## src/rtl/bp_pkg.sv

```systemverilog
// Shared branch-predictor types and helpers, common to the predictor table
// and the resolve queue.
package bp_pkg;

    localparam int BP_IDX_W = 4;

    typedef struct packed {
        logic                taken;
        logic [BP_IDX_W-1:0] idx;
    } bp_entry_t;

    // Width needed to hold an entry count from 0 up to and including depth.
    function automatic int bp_cnt_w(input int depth);
        return $clog2(depth + 1);
    endfunction

endpackage

```

## src/rtl/bp_resolve_queue_if.sv

```systemverilog
// Fetch/execute-side handshake and predictor-training bus of the resolve queue.
interface bp_resolve_queue_if #(
    parameter int IDX_W = bp_pkg::BP_IDX_W
);
    logic             pred_valid;
    logic             pred_taken;
    logic [IDX_W-1:0] pred_idx;
    logic             pred_ready;
    logic             res_valid;
    logic             res_taken;
    logic             res_ready;
    logic             upd_valid;
    logic [IDX_W-1:0] upd_idx;
    logic             upd_taken;
    logic             mispredict;

    modport master (
        output pred_valid, pred_taken, pred_idx, res_valid, res_taken,
        input  pred_ready, res_ready, upd_valid, upd_idx, upd_taken, mispredict
    );

    modport slave (
        input  pred_valid, pred_taken, pred_idx, res_valid, res_taken,
        output pred_ready, res_ready, upd_valid, upd_idx, upd_taken, mispredict
    );

endinterface

```

## src/rtl/bp_fifo.sv

```systemverilog
// Circular in-order storage with head/tail/count and a single-cycle flush.
// No full-bypass: a push is refused at full even if a pop happens alongside.
module bp_fifo
    import bp_pkg::*;
#(
    parameter int DEPTH = 4,
    parameter int WIDTH = 5,
    localparam int OCC_W = bp_cnt_w(DEPTH),
    localparam int PTR_W = $clog2(DEPTH)
) (
    input  logic             clk,
    input  logic             rst_n,
    input  logic             i_push,
    input  logic             i_pop,
    input  logic             i_flush,
    input  logic [WIDTH-1:0] i_wdata,
    output logic [WIDTH-1:0] o_rdata,
    output logic [OCC_W-1:0] o_count,
    output logic             o_full,
    output logic             o_empty
);

    logic [WIDTH-1:0] r_mem [DEPTH];
    logic [PTR_W-1:0] r_head;
    logic [PTR_W-1:0] r_tail;
    logic [OCC_W-1:0] r_count;
    logic             w_push;
    logic             w_pop;

    assign o_full  = (r_count == OCC_W'(DEPTH));
    assign o_empty = (r_count == '0);
    assign o_count = r_count;
    assign o_rdata = r_mem[r_head];

    assign w_push = i_push && !o_full && !i_flush;
    assign w_pop  = i_pop && !o_empty;

    always_ff @(posedge clk) begin
        if (w_push) begin
            r_mem[r_tail] <= i_wdata;
        end
    end

    // DEPTH is a power of two, so pointer increments wrap on their own.
    always_ff @(posedge clk or negedge rst_n) begin
        if (!rst_n) begin
            r_head  <= '0;
            r_tail  <= '0;
            r_count <= '0;
        end else if (i_flush) begin
            r_head  <= '0;
            r_tail  <= '0;
            r_count <= '0;
        end else begin
            if (w_push) begin
                r_tail <= r_tail + 1'b1;
            end
            if (w_pop) begin
                r_head <= r_head + 1'b1;
            end
            case ({w_push, w_pop})
                2'b10:   r_count <= r_count + 1'b1;
                2'b01:   r_count <= r_count - 1'b1;
                default: r_count <= r_count;
            endcase
        end
    end

endmodule

```

## src/rtl/bp_resolve_queue.sv

```systemverilog
// Tracks predicted branches in order, trains the predictor at resolve, raises
// a flush pulse on mispredict and keeps saturating branch/miss statistics.
module bp_resolve_queue
    import bp_pkg::*;
#(
    parameter int DEPTH = 4,
    parameter int IDX_W = BP_IDX_W,
    parameter int CNT_W = 16,
    localparam int OCC_W = bp_cnt_w(DEPTH)
) (
    input  logic              clk,
    input  logic              rst_n,
    bp_resolve_queue_if.slave bus,
    output logic [OCC_W-1:0]  o_occupancy,
    output logic [CNT_W-1:0]  o_branch_cnt,
    output logic [CNT_W-1:0]  o_miss_cnt
);

    logic [IDX_W:0]   w_rdata;
    logic             w_head_taken;
    logic [IDX_W-1:0] w_head_idx;
    logic             w_full;
    logic             w_empty;
    logic             w_pop;
    logic             w_miss;
    logic             w_push;

    logic             r_upd_valid;
    logic [IDX_W-1:0] r_upd_idx;
    logic             r_upd_taken;
    logic             r_mispredict;
    logic [CNT_W-1:0] r_branch_cnt;
    logic [CNT_W-1:0] r_miss_cnt;

    assign w_head_taken = w_rdata[IDX_W];
    assign w_head_idx   = w_rdata[IDX_W-1:0];

    assign w_pop  = bus.res_valid && !w_empty;
    assign w_miss = w_pop && (w_head_taken != bus.res_taken);
    // A prediction arriving alongside a mispredict is on the wrong path.
    assign w_push = bus.pred_valid && !w_full && !w_miss;

    bp_fifo #(
        .DEPTH (DEPTH),
        .WIDTH (IDX_W + 1)
    ) u_fifo (
        .clk     (clk),
        .rst_n   (rst_n),
        .i_push  (w_push),
        .i_pop   (w_pop),
        .i_flush (w_miss),
        .i_wdata ({bus.pred_taken, bus.pred_idx}),
        .o_rdata (w_rdata),
        .o_count (o_occupancy),
        .o_full  (w_full),
        .o_empty (w_empty)
    );

    always_ff @(posedge clk or negedge rst_n) begin
        if (!rst_n) begin
            r_upd_valid  <= 1'b0;
            r_upd_idx    <= '0;
            r_upd_taken  <= 1'b0;
            r_mispredict <= 1'b0;
            r_branch_cnt <= '0;
            r_miss_cnt   <= '0;
        end else begin
            r_upd_valid  <= w_pop;
            r_mispredict <= w_miss;
            if (w_pop) begin
                r_upd_idx   <= w_head_idx;
                r_upd_taken <= bus.res_taken;
            end
            if (w_pop && (r_branch_cnt != '1)) begin
                r_branch_cnt <= r_branch_cnt + 1'b1;
            end
            if (w_miss && (r_miss_cnt != '1)) begin
                r_miss_cnt <= r_miss_cnt + 1'b1;
            end
        end
    end

    assign bus.pred_ready = !w_full;
    assign bus.res_ready  = !w_empty;
    assign bus.upd_valid  = r_upd_valid;
    assign bus.upd_idx    = r_upd_idx;
    assign bus.upd_taken  = r_upd_taken;
    assign bus.mispredict = r_mispredict;
    assign o_branch_cnt   = r_branch_cnt;
    assign o_miss_cnt     = r_miss_cnt;

endmodule
```

## src/flat_wrapper.sv

```systemverilog
// flat-port wrapper written by rule: the top's interface ports become plain ports
module bp_resolve_queue_flat import bp_pkg::*;
#(
    parameter int DEPTH = 4,
    parameter int IDX_W = BP_IDX_W,
    parameter int CNT_W = 16,
    localparam int OCC_W = bp_cnt_w(DEPTH)
)
  (clk, rst_n, o_occupancy, o_branch_cnt, o_miss_cnt, bus_pred_valid, bus_pred_taken, bus_pred_idx, bus_res_valid, bus_res_taken, bus_pred_ready, bus_res_ready, bus_upd_valid, bus_upd_idx, bus_upd_taken, bus_mispredict);
  bp_resolve_queue_if #(.IDX_W(IDX_W)) bus_i ();
  input  logic clk;
  input  logic rst_n;
  output logic [OCC_W-1:0] o_occupancy;
  output logic [CNT_W-1:0] o_branch_cnt;
  output logic [CNT_W-1:0] o_miss_cnt;
  input wire logic [$bits(bus_i.pred_valid)-1:0] bus_pred_valid;
  input wire logic [$bits(bus_i.pred_taken)-1:0] bus_pred_taken;
  input wire logic [$bits(bus_i.pred_idx)-1:0] bus_pred_idx;
  input wire logic [$bits(bus_i.res_valid)-1:0] bus_res_valid;
  input wire logic [$bits(bus_i.res_taken)-1:0] bus_res_taken;
  output wire logic [$bits(bus_i.pred_ready)-1:0] bus_pred_ready;
  output wire logic [$bits(bus_i.res_ready)-1:0] bus_res_ready;
  output wire logic [$bits(bus_i.upd_valid)-1:0] bus_upd_valid;
  output wire logic [$bits(bus_i.upd_idx)-1:0] bus_upd_idx;
  output wire logic [$bits(bus_i.upd_taken)-1:0] bus_upd_taken;
  output wire logic [$bits(bus_i.mispredict)-1:0] bus_mispredict;
  assign bus_i.pred_valid = bus_pred_valid;
  assign bus_i.pred_taken = bus_pred_taken;
  assign bus_i.pred_idx = bus_pred_idx;
  assign bus_i.res_valid = bus_res_valid;
  assign bus_i.res_taken = bus_res_taken;
  assign bus_pred_ready = bus_i.pred_ready;
  assign bus_res_ready = bus_i.res_ready;
  assign bus_upd_valid = bus_i.upd_valid;
  assign bus_upd_idx = bus_i.upd_idx;
  assign bus_upd_taken = bus_i.upd_taken;
  assign bus_mispredict = bus_i.mispredict;
  bp_resolve_queue #(.DEPTH(DEPTH), .IDX_W(IDX_W), .CNT_W(CNT_W)) u_core (.clk(clk), .rst_n(rst_n), .bus(bus_i), .o_occupancy(o_occupancy), .o_branch_cnt(o_branch_cnt), .o_miss_cnt(o_miss_cnt));
endmodule
```

## config.mk

```make
export PLATFORM = sky130hd
export DESIGN_NAME = bp_resolve_queue_flat
export DESIGN_NICKNAME = d
export VERILOG_FILES = /design/src/rtl/bp_pkg.sv /design/src/rtl/bp_resolve_queue_if.sv /design/src/rtl/bp_fifo.sv /design/src/rtl/bp_resolve_queue.sv /design/src/flat_wrapper.sv
export SDC_FILE = /design/constraint.sdc
export NUM_CORES = 1
export LEC_CHECK = 0
export CAP_MARGIN = 0
export CORE_MARGIN = 3
export CORE_UTILIZATION = 30
export DETAILED_ROUTE_END_ITERATION = 7
export PLACE_DENSITY = 0.55
export RECOVER_POWER = 100
export SLEW_MARGIN = 20
export SYNTH_ARGS = -nofsm -noshare
export SYNTH_HDL_FRONTEND = slang
export SYNTH_HIERARCHICAL = 1
export SYNTH_SLANG_ARGS = --single-unit
```

## constraint.sdc

```tcl
create_clock -name clk -period 3.17 [get_ports clk]
set_input_delay 0.4755 -clock clk [delete_from_list [all_inputs] [get_ports clk]]
set_output_delay 0.4755 -clock clk [all_outputs]
set_load 0.02 [all_outputs]
```

# Yosys cells after proc, flatten, opt, wreduce, memory -nomap -nowiden
# Memories as Yosys holds them, arrays and structs flattened.
# Index checks and enable logic that the tools add are counted.
[op_classes] addsub=6 eq_ne=6 n_reduce_logical=16 n_mux=8
[ops] cell="$add 16x1->16 const B" count=2
[ops] cell="$ne 16x16->1 const B" count=2
[ops] cell="$logic_and 1x1->1" count=9
[ops] cell="$mux 2" count=4
[ops] cell="$pmux 3 s2" count=1
[ops] cell="$add 2x1->2 const B" count=2
[ops] cell="$reduce_bool 2->1" count=2
[ops] cell="$add 3x1->3 const B" count=1
[ops] cell="$eq 3x3->1 const B" count=1
[ops] cell="$logic_not 1->1" count=3
[ops] cell="$logic_not 3->1" count=1
[ops] cell="$mux 3" count=1
[ops] cell="$reduce_bool 3->1" count=1
[ops] cell="$sub 3x1->3 const B" count=1
[ops] cell="$eq 2x1->1 const B" count=1
[ops] cell="$eq 2x2->1 const B" count=1
[ops] cell="$mux 1" count=2
[ops] cell="$ne 1x1->1" count=1
[totals] output_inout_bits=44 memories=1 inputBits=10 word_cells=46 ramBits=20 ff_bits=46
[memory_table] memory="u_core.u_fifo.r_mem" depth=4 word_bits=5 read_ports=1 rd_ports_with_merged_regs=0 write_ports=1 line="bp_fifo.sv:23" rtl="logic [WIDTH-1:0] r_mem [DEPTH];"

# Logic depth before layout (Yosys ltp)
[depth] ltp_word=11 ltp_mapped=16 depth_no_buf=13

# Hierarchy
# The synthesis kept the hierarchy.
[by_module_without_submodules] module="bp_resolve_queue" seq_area_each_um2=975.9 n_inst=1 area_per_inst_um2=1814.2 cells_per_inst=161
[by_module_without_submodules] module="bp_fifo" seq_area_each_um2=775.7 n_inst=1 area_per_inst_um2=1306.3 cells_per_inst=92

# Least setup slack after synthesis
# OpenSTA, ideal clock, no wires.
[synth_path] kind="register to register" start="reg u_core.u_fifo.r_head[0]" end="reg u_core.u_fifo.r_count[1], in the netlist u_core/u_fifo/o_count[1]" arrival_time_ps=3050 n_path_buf=2 setup_ps=94 path_stages_with_launch=15 period_less_slack_ps=3144 required_time_ps=3076 setup_slack_ps=26 path_cell_list="dfrtp_1 > buf_2 > mux4_2 > xnor2_1 > nand2b_4 > and3_1 > buf_4 > inv_1 > nor3_1 > nor2_1 > fa_1 > inv_1 > a311oi_2 > a21oi_1 > a211oi_1"
[synth_between] elab_chain_len=10 elab_cells_between_ends=12 classes_between="3 x eq/ne; 2 x mux; 6 x reduce/logical; 1 x memory"
[synth_lines] element="start, declared" line="bp_fifo.sv:24" rtl="logic [PTR_W-1:0] r_head;"
[synth_lines] element="start signal, assigned" line="bp_fifo.sv:59" rtl="r_head <= r_head + 1'b1;"
[synth_lines] element="$mem_v2 4x5 (*)"
[synth_lines] element="net u_core.w_rdata[4]" line="bp_resolve_queue.sv:19" rtl="logic [IDX_W:0] w_rdata;"
[synth_lines] element="$ne 1x1->1 (*)" line="bp_resolve_queue.sv:39" rtl="assign w_miss = w_pop && (w_head_taken != bus.res_taken);"
[synth_lines] element="$logic_and 1x1->1 (*)" line="bp_resolve_queue.sv:39"
[synth_lines] element="$logic_not 1->1 (*)" line="bp_resolve_queue.sv:41" rtl="assign w_push = bus.pred_valid && !w_full && !w_miss;"
[synth_lines] element="$logic_and 1x1->1 (*)" line="bp_resolve_queue.sv:41"
[synth_lines] element="net u_core.w_push" line="bp_resolve_queue.sv:26" rtl="logic w_push;"
[synth_lines] element="$logic_and 1x1->1 (*) (2 in a row)" line="bp_fifo.sv:35" rtl="assign w_push = i_push && !o_full && !i_flush;"
[synth_lines] element="$eq 2x1->1 / $eq 2x2->1 (equally long branches)" line="bp_fifo.sv:61" rtl="case ({w_push, w_pop})"
[synth_lines] element="$pmux 3 s2" line="bp_fifo.sv:61"
[synth_lines] element="$mux 3" line="bp_fifo.sv:50" rtl="end else if (i_flush) begin"
[synth_lines] element="end signal, assigned" line="bp_fifo.sv:62" rtl="2'b10: r_count <= r_count + 1'b1;"
[synth_lines] element="end signal, assigned" line="bp_fifo.sv:63" rtl="2'b01: r_count <= r_count - 1'b1;"
[synth_lines] element="end signal, assigned" line="bp_fifo.sv:64" rtl="default: r_count <= r_count;"
[synth_lines] element="end, declared" line="bp_fifo.sv:26" rtl="logic [OCC_W-1:0] r_count;"
# Mark *: on every way through the listed nets, which the timed path passes. The rest lies on a longest branch.
# A chain may end at the register's enable or synchronous reset.

# Worst setup path in the final report
# Same ends and word-level chain as after synthesis.

==> summary.md <==
| Metric | Value |
|---|---|
| Status | `complete, but fails checks` |
| Failing checks | `capacitance limit, slew limit` |
| Met2 usage | `17.5%` |
| Crit Path Class | `flop to flop` |
| Pwr Total | `roughly 0.0032 W` |
| Synth unique cells | `44` |
| Fin cells | `452` |
| Final wirelength | `6540 microns` |
| Slew margin rel. | `-69.3%` |
| Worst setup EP type | `flop` |
| CTS tree | `built` |
| Clock latency on the worst-skew pair | `340 ps` |
| RSZ-0062 raised after global routing | `no` |
| Synth Warn # | `6` |
| Synth top area cells | `dfrtp_1 37%, edfxtp_1 19%, xnor2_1 5.3%` |
| Vias | `2065` |
| Post-route setup TNS | `0 ps` |
| Cell Area, Synth | `3120 sq um` |
| Vias in the first global route | `2045` |
| Synth area leader | `dfrtp_1` |
| Die width | `108 microns` |
| Clk pin slew, worst setup/hold paths | `~70 ps` |
| Buffers on Ports | `53` |
| Design area | `3920 sq um` |
| Post-Syn Instances | `253` |
| Dpl cells | `436` |
| Leakage | `1.71 nW` |
| CP peak stage delay | `between 500 and 600 ps` |
| GR Util All Layers | `a little under an eighth` |
| Final slew viol count | `47` |
| WL per Instance | `14.5 microns` |
| Fillers | `between 900 and 1000` |
| Crit path launch type | `flop` |
| Row count | `36` |
| RD Place Congestion | `0.757` |
| M1 GR Usage | `between 10% and 20%` |
| CP arrival | `3170 ps` |
| #FFs+latches synth | `66` |
| Final period util | `92.1%` |
| Initial Utilization | `31.3%` |
| Final Skew | `10.2 ps` |
| Area after DPL | `3800 sq um` |
| Internal reg-to-reg setup slack | `250 ps` |
| Antenna violations before repair | `0` |
| Slowest-stage cell, CP | `mux4_2` |
| FMAX | `roughly 340 MHz` |
| Final hold violation count | `0` |
| Max cap viols | `1` |
| DR vias/cell | `4.57` |
| Crit-path max FO | `4` |
| CP Cell Sequence | `mux4_2 > xnor2_2 > nand2b_4 > and3_1 > inv_1 > nor3_1 > nor2_1 > fa_1 > inv_1 > a311oi_1 > a21oi_1 > a211oi_1` |
| Post-synth EDFFs | `20` |
| Syn_nets | `270` |
| Clock H-tree levels | `3` |
| Global routing's busiest layer | `met2` |
| Share of cells above drive strength 1 | `10.3%` |
| Avg Cell Area, Syn | `12.3 sq um` |
| Clock sinks | `66` |
| # diodes | `0` |
| HP Class | `flop to flop` |
| Commonest cells in the netlist | `46 x dfrtp_1, 26 x nand2_1, 20 x edfxtp_1` |
| IR drop worst, VDD | `370 uV` |
| WP data required | `3420 ps` |
| M3 GR Usage | `3.34%` |
| Clock buffer count from CTS | `9` |
| Largest net degree at the start of global routing | `47` |
| Hold-fix buffers, CTS | `0` |
| PwrDens | `between 800 and 900 nW/um^2` |
| Nets | `between 300 and 400` |
| CTS root buffer | `clkbuf_8` |
| DRC | `0` |
| DP HPWL | `4630 microns` |
| Die height | `around 110 microns` |
| Die ar. | `about 12000 sq um` |
| First-pass GRT wire length | `10800 microns` |
| Worst-margin pin slew | `2540 ps` |
| Synth-to-Final Area Change | `25.6%` |
| DR iter-0 viols | `44` |
| Clk buf depth | `2` |
| I/O pin cnt | `54` |
| Most frequent cell after synthesis | `dfrtp_1` |
| Setup violations, final | `0` |
| Post-synth ARST share | `69.7%` |
| Post-CTS Setup Bufs | `0` |
| Sequential area share after synthesis | `56.1%` |
| Detail Route Antenna Nets | `0` |
| Dominant synthesized flop cell | `dfrtp_1` |
| Area share of the largest cell type after synthesis | `a little under two fifths` |
| Grt ovf | `0` |
| 1st-pass router iterations | `4` |
| Crit path top cell by count | `inv_1` |
| Core Region | `around 10000 sq um` |
| Final worst path period need | `2920 ps` |
| Cts repair resizes | `0` |
[placed cells by master, fill, tap and decap left out, types with 2 or more instances in the layout]
cell type | synthesis | layout
o22ai_1 | 2 | 2
inv_1 | 10 | 10
xor2_1 | 13 | 13
edfxtp_1 | 20 | 20
nand3_1 | 12 | 12
nor3b_1 | 1 | 2
nor3_1 | 4 | 6
dlygate4sd3_1 | 0 | 49
nor3_2 | 5 | 3
nand4_1 | 10 | 10
a21oi_1 | 5 | 6
mux2_1 | 2 | 2
and3_1 | 8 | 8
o21ai_0 | 5 | 7
nand2b_1 | 4 | 4
a21o_1 | 2 | 2
dfrtp_1 | 46 | 46
nand2b_4 | 2 | 2
a31oi_1 | 3 | 4
clkbuf_1 | 2 | 4
mux4_2 | 5 | 5
clkdlybuf4s50_1 | 0 | 3
ha_1 | 6 | 6
clkbuf_8 | 0 | 9
buf_4 | 3 | 5
nor2_2 | 2 | 2
nor2_1 | 11 | 11
and2_0 | 0 | 4
a211oi_1 | 2 | 2
nand2_1 | 26 | 26
xnor2_1 | 19 | 18
[final cells by class]
type	count	area (sq um)	area share (%)
clock inverter	5	55.1	1.40
sequential	66	1750	44.7
clock buffer	11	131	3.35
inverter	11	53.8	1.37
timing repair buffer	59	566	14.4
multi-input combinational	167	1190	30.5
tap	133	166	4.25
[critical path: cells and delay by family (launching register included)]
| family | cells | cell delay (ps) |
|---|---|---|
| XOR/XNOR | 1 | 190 |
| AND/OR/NAND/NOR | 4 | 600 |
| adder cells (fa/ha/maj) | 1 | 470 |
| buffers and inverters | 2 | 120 |
| flip-flops | 1 | 370 |
| multiplexers | 1 | 530 |
| AO/OA/AOI/OAI | 3 | 560 |
[metal layers]
layer	routed length, microns	part of all wire [%]
met2	2960	45
met5	0	0
met4	75	1.1
met3	339	5.2
met1	3160	48
[per-stage QoR]
step | setup slack [ps] | hold WS (ps) | util, %
after floorplan | 26.3 | 180 | -
after global placement | 184 | 477 | 38.1
after detailed placement | -12.0 | 479 | 38.1
after CTS | 96.0 | 158 | 40.0
after global routing | 59.4 | 512 | 39.4
final | 251 | 481 | 39.4
[flip-flops by register name, indices dropped and copies added (netlist names), 2 cells and up]
name	flops
u_core/o_branch_cnt	16
u_core/u_fifo/r_mem	20
u_core/o_miss_cnt	16
u_core/u_fifo/r_tail	2
u_core/u_fifo/r_head	2
u_core/u_fifo/o_count	3
u_core/bus.upd_idx	4
[path summary, 6_finish.rpt]
check,end,depth (start not counted),startpoint
setup / recovery,u_core/u_fifo/o_count[1],12,u_core/u_fifo/r_head[0]
hold reg to reg,u_core/bus.upd_idx[0],2,u_core/bus.upd_idx[0]
hold / removal,u_core/bus.upd_idx[0],2,u_core/bus.upd_idx[0]
setup reg to reg,u_core/u_fifo/o_count[1],12,u_core/u_fifo/r_head[0]
max in group asynchronous,u_core/o_miss_cnt[12],1,rst_n
min in group asynchronous,u_core/u_fifo/r_tail[0],1,rst_n
[where the power goes]
part | switching, W | internal (W) | total (W) | leakage, nW
registers | 0.000169 | 0.00108 | 0.00125 | 0.782
clock network | 0.000324 | 0.000361 | 0.000686 | 0.0909
logic | 0.000677 | 0.000543 | 0.00122 | 0.836
[logic make-up (layout without fill, tap and decap cells)]
| kind of cell | after synthesis | count (layout) | share of synthesized area (%) |
|---|---|---|---|
| buffers and inverters | 20 | 86 | 3.73 |
| XOR/XNOR | 32 | 32 | 8.98 |
| flip-flops | 66 | 66 | 56.1 |
| multiplexers | 8 | 8 | 4.65 |
| adder cells (fa/ha/maj) | 7 | 7 | 3.05 |
| AO/OA/AOI/OAI | 27 | 27 | 6.94 |
| AND/OR/NAND/NOR | 93 | 93 | 16.5 |
Note: power is estimated with default switching activity, not from simulation.
